$ cat config.mk
export PLATFORM = sky130hd
export DESIGN_NAME = div_seq
export DESIGN_NICKNAME = d
export VERILOG_FILES = /design/src/rtl/div_seq.sv
export SDC_FILE = /design/constraint.sdc
export NUM_CORES = 1
export LEC_CHECK = 0
export ABC_AREA = 1
export BUFFER_PORTS_ARGS = -buffer_cell sky130_fd_sc_hd__buf_2
export CAP_MARGIN = 15
export CORE_MARGIN = 10
export CORE_UTILIZATION = 50
export CTS_BUF_LIST = sky130_fd_sc_hd__clkbuf_8 sky130_fd_sc_hd__clkbuf_16
export DETAILED_ROUTE_END_ITERATION = 8
export GPL_ROUTABILITY_DRIVEN = 1
export PLACE_DENSITY = 0.77
export SLEW_MARGIN = 0
export SYNTH_ARGS = -nofsm -noshare
export SYNTH_HDL_FRONTEND = slang
export SYNTH_SLANG_ARGS = --single-unit
export TNS_END_PERCENT = 10
$ cat constraint.sdc
create_clock -name clk -period 2.6 [get_ports clk]
set_input_delay 0.26 -clock clk [delete_from_list [all_inputs] [get_ports clk]]
set_output_delay 0.26 -clock clk [all_outputs]
set_load 0.05 [all_outputs]
$ cat src/rtl/div_seq.sv
// rtl/div_seq.sv - sequential 32-bit restoring divider, signed and unsigned
module div_seq (
   input  logic        clk,
   input  logic        rst,
   input  logic        signed_div_i,
   input  logic [31:0] opdata1_i,
   input  logic [31:0] opdata2_i,
   input  logic        start_i,
   input  logic        annul_i,
   output logic [63:0] result_o,
   output logic        ready_o,
   output logic        stallreq_o
);

   typedef enum logic [1:0] {FREE, BYZERO, ON, END} state_t;

   state_t      state;
   logic [5:0]  cnt;
   logic [64:0] work;      // {partial remainder, dividend shifting into quotient}
   logic [31:0] divisor;
   logic        neg_quo;   // captured at start so later input changes cannot alter the fix-up
   logic        neg_rem;

   logic        op1_neg;
   logic        op2_neg;
   logic [31:0] op1_mag;
   logic [31:0] op2_mag;
   logic [64:0] shifted;
   logic [32:0] diff;
   logic [64:0] step_next;
   logic [31:0] quo_fix;
   logic [31:0] rem_fix;

   // Operand magnitudes, one radix-2 restoring step and the final sign fix-up
   always_comb begin
      op1_neg   = signed_div_i & opdata1_i[31];
      op2_neg   = signed_div_i & opdata2_i[31];
      op1_mag   = op1_neg ? (~opdata1_i + 32'd1) : opdata1_i;
      op2_mag   = op2_neg ? (~opdata2_i + 32'd1) : opdata2_i;
      shifted   = work << 1;
      diff      = shifted[64:32] - {1'b0, divisor};
      step_next = shifted;
      if (!diff[32]) begin
         step_next = {diff, shifted[31:0] | 32'd1};
      end
      quo_fix   = neg_quo ? (~work[31:0] + 32'd1) : work[31:0];
      rem_fix   = neg_rem ? (~work[63:32] + 32'd1) : work[63:32];
   end

   // The stall must drop in the same cycle ready_o rises, so it stays combinational
   assign stallreq_o = start_i & ~annul_i & ~ready_o;

   // Divider FSM with registered result and ready
   always_ff @(posedge clk) begin
      if (rst) begin
         state    <= FREE;
         cnt      <= 6'd0;
         work     <= 65'd0;
         divisor  <= 32'd0;
         neg_quo  <= 1'b0;
         neg_rem  <= 1'b0;
         result_o <= 64'd0;
         ready_o  <= 1'b0;
      end else begin
         case (state)
            FREE: begin
               ready_o  <= 1'b0;
               result_o <= 64'd0;
               if (start_i && !annul_i) begin
                  if (opdata2_i == 32'd0) begin
                     state <= BYZERO;
                  end else begin
                     state   <= ON;
                     cnt     <= 6'd0;
                     work    <= {33'd0, op1_mag};
                     divisor <= op2_mag;
                     neg_quo <= op1_neg ^ op2_neg;
                     neg_rem <= op1_neg;
                  end
               end
            end
            BYZERO: begin
               if (annul_i) begin
                  state <= FREE;
               end else begin
                  state    <= END;
                  result_o <= 64'd0;
                  ready_o  <= 1'b1;
               end
            end
            ON: begin
               if (annul_i) begin
                  state <= FREE;
                  cnt   <= 6'd0;
               end else if (cnt == 6'd32) begin
                  state    <= END;
                  result_o <= {rem_fix, quo_fix};
                  ready_o  <= 1'b1;
               end else begin
                  work <= step_next;
                  cnt  <= cnt + 6'd1;
               end
            end
            END: begin
               // annul_i is deliberately ignored here; only dropping start_i releases the result
               if (!start_i) begin
                  state    <= FREE;
                  result_o <= 64'd0;
                  ready_o  <= 1'b0;
               end
            end
            default: state <= FREE;
         endcase
      end
   end

endmodule

==> metrics.txt <==
# TYPE chip_impl_metric gauge
chip_impl_info{name="run_status",value="finished, final reports clean"} 1
chip_impl_metric{name="finalWorstPathRequiredPeriod",unit="ns"} 2.433
chip_impl_metric{name="share_of_final_layout_standard_cells_stronger_than_drive_strength_1",unit=""} 0.1309
chip_impl_metric{name="max-cap-violations",unit=""} 0
chip_impl_metric{name="grtUsageTotal",unit=""} 0.2515
chip_impl_metric{name="synthesis.nets",unit=""} 2331
chip_impl_metric{name="crit_path_max_fanout",unit=""} 12
chip_impl_info{name="post-synth-top-area-cell",value="dfxtp_1"} 1
chip_impl_info{name="clk_root_buffer_cell",value="clkbuf_16"} 1
chip_impl_metric{name="p_leak",unit="uW"} 0.007393
chip_impl_metric{name="synth.top_cell.area_share",unit=""} 0.2571
chip_impl_metric{name="detailedRoute.firstPassIterationCount",unit=""} 8
chip_impl_metric{name="routed-via-count",unit=""} 14620
chip_impl_metric{name="fp.dieArea",unit="um2"} 33560
chip_impl_metric{name="max_freq",unit="MHz"} 411.0
chip_impl_metric{name="syn_to_final_growth",unit="%"} 12.27
chip_impl_metric{name="clock_skew",unit="ns"} 0.01337
chip_impl_metric{name="ys_warn_count",unit=""} 0
chip_impl_metric{name="cts_inserted_buffers",unit=""} 17
chip_impl_metric{name="insertedDiodeCount",unit=""} 0
chip_impl_metric{name="final_setup_slack_of_the_worst_path",unit="ns"} 0.1669
chip_impl_metric{name="core",unit="um2"} 26130
chip_impl_metric{name="max-slew-margin-rel",unit=""} 0.4888
chip_impl_metric{name="clock_path_buffers",unit=""} 2
chip_impl_metric{name="num-nets-final",unit=""} 2445
chip_impl_metric{name="dp_worst_setup_slack",unit="ns"} 0.1365
chip_impl_metric{name="clk_pin_slew",unit="ns"} 0.07
chip_impl_metric{name="use_met2",unit=""} 0.4267
chip_impl_info{name="cts_tree",value="built"} 1
chip_impl_info{name="rsz0062_at_grt",value="true"} 1
chip_impl_metric{name="placementRows",unit=""} 59
chip_impl_metric{name="p_clk_frac",unit=""} 0.316
chip_impl_info{name="min-delay-path-class",value="primary input to register"} 1
chip_impl_metric{name="first_iteration_detailed_routing_drc_count",unit=""} 1344
chip_impl_metric{name="yosysUniqueCellTypes",unit=""} 50
chip_impl_metric{name="htreeDepth",unit=""} 4
chip_impl_metric{name="clk-insertion-delay-late",unit="ns"} 0.44
chip_impl_metric{name="vias_in_the_first_global_route",unit=""} 13660
chip_impl_metric{name="seqPwrFrac",unit=""} 0.355
chip_impl_info{name="top_cells_by_area_in_the_synthesized_netlist",value="dfxtp_1 (26%), nand2_1 (17%), inv_1 (8.6%)"} 1
chip_impl_metric{name="hpwlAfterDp",unit="mm"} 34.20
chip_impl_metric{name="detail-route-antenna-nets",unit=""} 0
chip_impl_metric{name="slew_viol_final",unit=""} 0
chip_impl_metric{name="post_cts.repair.setup_buffers",unit=""} 0
chip_impl_metric{name="wire_length_of_the_first_global_routing_pass",unit="mm"} 69.51
chip_impl_metric{name="syn_inst",unit=""} 2219
chip_impl_metric{name="die_w",unit="um"} 183.2
chip_impl_metric{name="layout_worst_path_cycle_share",unit=""} 0.9358
chip_impl_info{name="synth_common_cells",value="nand2_1 (618), inv_1 (305), a21oi_1 (218), nand3_1 (215), dfxtp_1 (171)"} 1
chip_impl_metric{name="drc_errors",unit=""} 0
chip_impl_metric{name="placement.io_buffers",unit=""} 134
chip_impl_metric{name="switching_power",unit="uW"} 3227
chip_impl_metric{name="p_per_area",unit="nW/um2"} 554.1
chip_impl_metric{name="finalSetupViolations",unit=""} 0
chip_impl_metric{name="number_of_top_level_pins",unit=""} 135
chip_impl_metric{name="grt_use_met3",unit=""} 0.03261
chip_impl_metric{name="global_route.usage.met1",unit=""} 0.3213
chip_impl_metric{name="vias_per_cell",unit=""} 5.454
chip_impl_info{name="post-synth-top-count-cell",value="nand2_1"} 1
chip_impl_metric{name="place_congestion",unit=""} 0.9542
chip_impl_metric{name="synth-edff-count",unit=""} 0
chip_impl_metric{name="post_drt_wl_per_cell",unit="um"} 16.07
chip_impl_metric{name="register_area_share_after_synthesis",unit=""} 0.2571
chip_impl_info{name="crit_path_end_kind",value="register"} 1
chip_impl_info{name="startpoint_type",value="register"} 1
chip_impl_metric{name="cts.sinks",unit=""} 171
chip_impl_metric{name="largest_voltage_drop_on_the_vdd_net",unit="mV"} 0.4315
chip_impl_metric{name="syn_avg_cell_area",unit="um2"} 6.001
chip_impl_metric{name="wirelength",unit="mm"} 43.08
chip_impl_metric{name="postSynthRegisterBits",unit=""} 171
chip_impl_metric{name="hold_viol",unit=""} 0
chip_impl_info{name="crit_type",value="register to register"} 1
chip_impl_metric{name="die_h",unit="um"} 183.2
chip_impl_info{name="ys_dominant_reg_cell",value="dfxtp_1"} 1
chip_impl_metric{name="timing.critical_path.required",unit="ns"} 2.89
chip_impl_metric{name="arrival",unit="ns"} 2.72
chip_impl_info{name="grt_most_used_layer",value="met2"} 1
chip_impl_metric{name="grt-ovfl-total",unit=""} 0
chip_impl_metric{name="power_frac_comb",unit=""} 0.329
chip_impl_metric{name="largest_net_degree_at_the_start_of_global_routing",unit=""} 72
chip_impl_metric{name="synth_area",unit="um2"} 13320
chip_impl_metric{name="switching_share",unit=""} 0.3896
chip_impl_metric{name="synth_async_sr_flop_share",unit=""} 0
chip_impl_metric{name="initial_util",unit=""} 0.5095
chip_impl_metric{name="hold_ws",unit="ns"} 0.1127
chip_impl_metric{name="max_slew.worst_pin.slew",unit="ns"} 0.7667
chip_impl_metric{name="grt_antenna_before_repair",unit=""} 0
chip_impl_metric{name="cell_internal_pwr",unit="uW"} 5056
power groups by stage:
stage                     clock [uW]  sequential [uW]  combinational (uW)
after floorplan                    0             2990                1940
after detailed placement           0             2990                2670
after CTS                       2630             2930                2690
after global routing            2730             2960                3050
final                           2620             2940                2730
after global placement             0             2980                2640
routing by layer:
layer | wire [um] | part of all wire
met1 | 18920 | 0.44
met2 | 20300 | 0.47
met3 | 2578 | 0.060
met4 | 1275 | 0.030
met5 | 0 | 0
flip-flops by register name, indices dropped and copies added, names as in the netlist:
register,count
cnt,6
neg_quo,1
result_o,64
state,2
neg_rem,1
ready_o,1
divisor,32
work,64
stage by stage:
step | power [uW] | std cells | TNS (ns) | area, um2 | utilization
floorplan | 4934 | 2219 | 0 | 13320 | -
global placement | 5620 | 2648 | 0 | 14340 | 0.5487
global route | 8738 | 2680 | -0.08335 | 14950 | 0.5721
detailed placement | 5658 | 2648 | 0 | 14340 | 0.5487
CTS | 8247 | 2679 | 0 | 14920 | 0.5711
finish | 8283 | 2680 | 0 | 14950 | 0.5721
layout make-up:
type	count	area, um2
clock inverters	14	160.2
fillers	2689	11180
well taps	335	419.2
multi-input cells	1648	8290
flip-flops and latches	171	3423
clock buffers	17	425.4
inverters	320	1201
repair buffers	175	1030
critical path, cell delays in order (launching register included):
cell and delay, ns:
dfxtp_1 0.34, inv_1 0.09, ha_1 0.23, fa_2 0.35, inv_1 0.08, nand2_1 0.05
nand2_1 0.09, nand3_2 0.08, nand2_4 0.11, nand2_4 0.06, nand2_4 0.07, nand2_4 0.07
nand2_4 0.10, nand2_8 0.11, nand2_4 0.25, nand2_2 0.08, nand3_2 0.07, a21oi_2 0.05
logic make-up after synthesis:
| kind of cell | count (synthesis) | share of synthesized area |
|---|---|---|
| adder cells (fa/ha/maj) | 43 | 0.04097 |
| AO/OA/AOI/OAI | 396 | 0.1612 |
| XOR/XNOR | 54 | 0.03552 |
| flip-flops | 171 | 0.2571 |
| buffers and inverters | 401 | 0.1217 |
| AND/OR/NAND/NOR | 1154 | 0.3835 |
final timing paths:
check / cells past startpoint / slack (ns) / to / start
hold / removal: 3 / 0.11 / divisor[19] / opdata2_i[19]
hold reg to reg: 2 / 0.46 / result_o[32] / result_o[32]
setup / recovery: 17 / 0.17 / work[60] / work[31]
setup reg to reg: 17 / 0.17 / work[60] / work[31]
timing repair:
item	4_1_cts	5_1_grt
hold buffers	0	0
hold endpoints to repair	0	0
endpoints found under the setup margin	0	22
gates resized for setup	0	4
placed cells by master, fill, tap and decap left out, drive strengths merged, types with 2 or more instances in the layout:
cell type,count
clkinvlp,3
bufinv,2
nand3b,13
xor2,38
o21bai,4
o211ai,10
nor2,179
nor3,33
or2,6
o31ai,2
nand4,26
a211oi,4
xnor2,16
a21o,2
o21ai,137
dfxtp,171
clkbuf,17
inv,326
nand2,653
ha,42
a31oi,3
and3,3
nor3b,4
nor4,3
nand3,231
buf,175
a21oi,230
clkinv,3
and2,4
No activity file was read; power rests on OpenSTA's default activity.
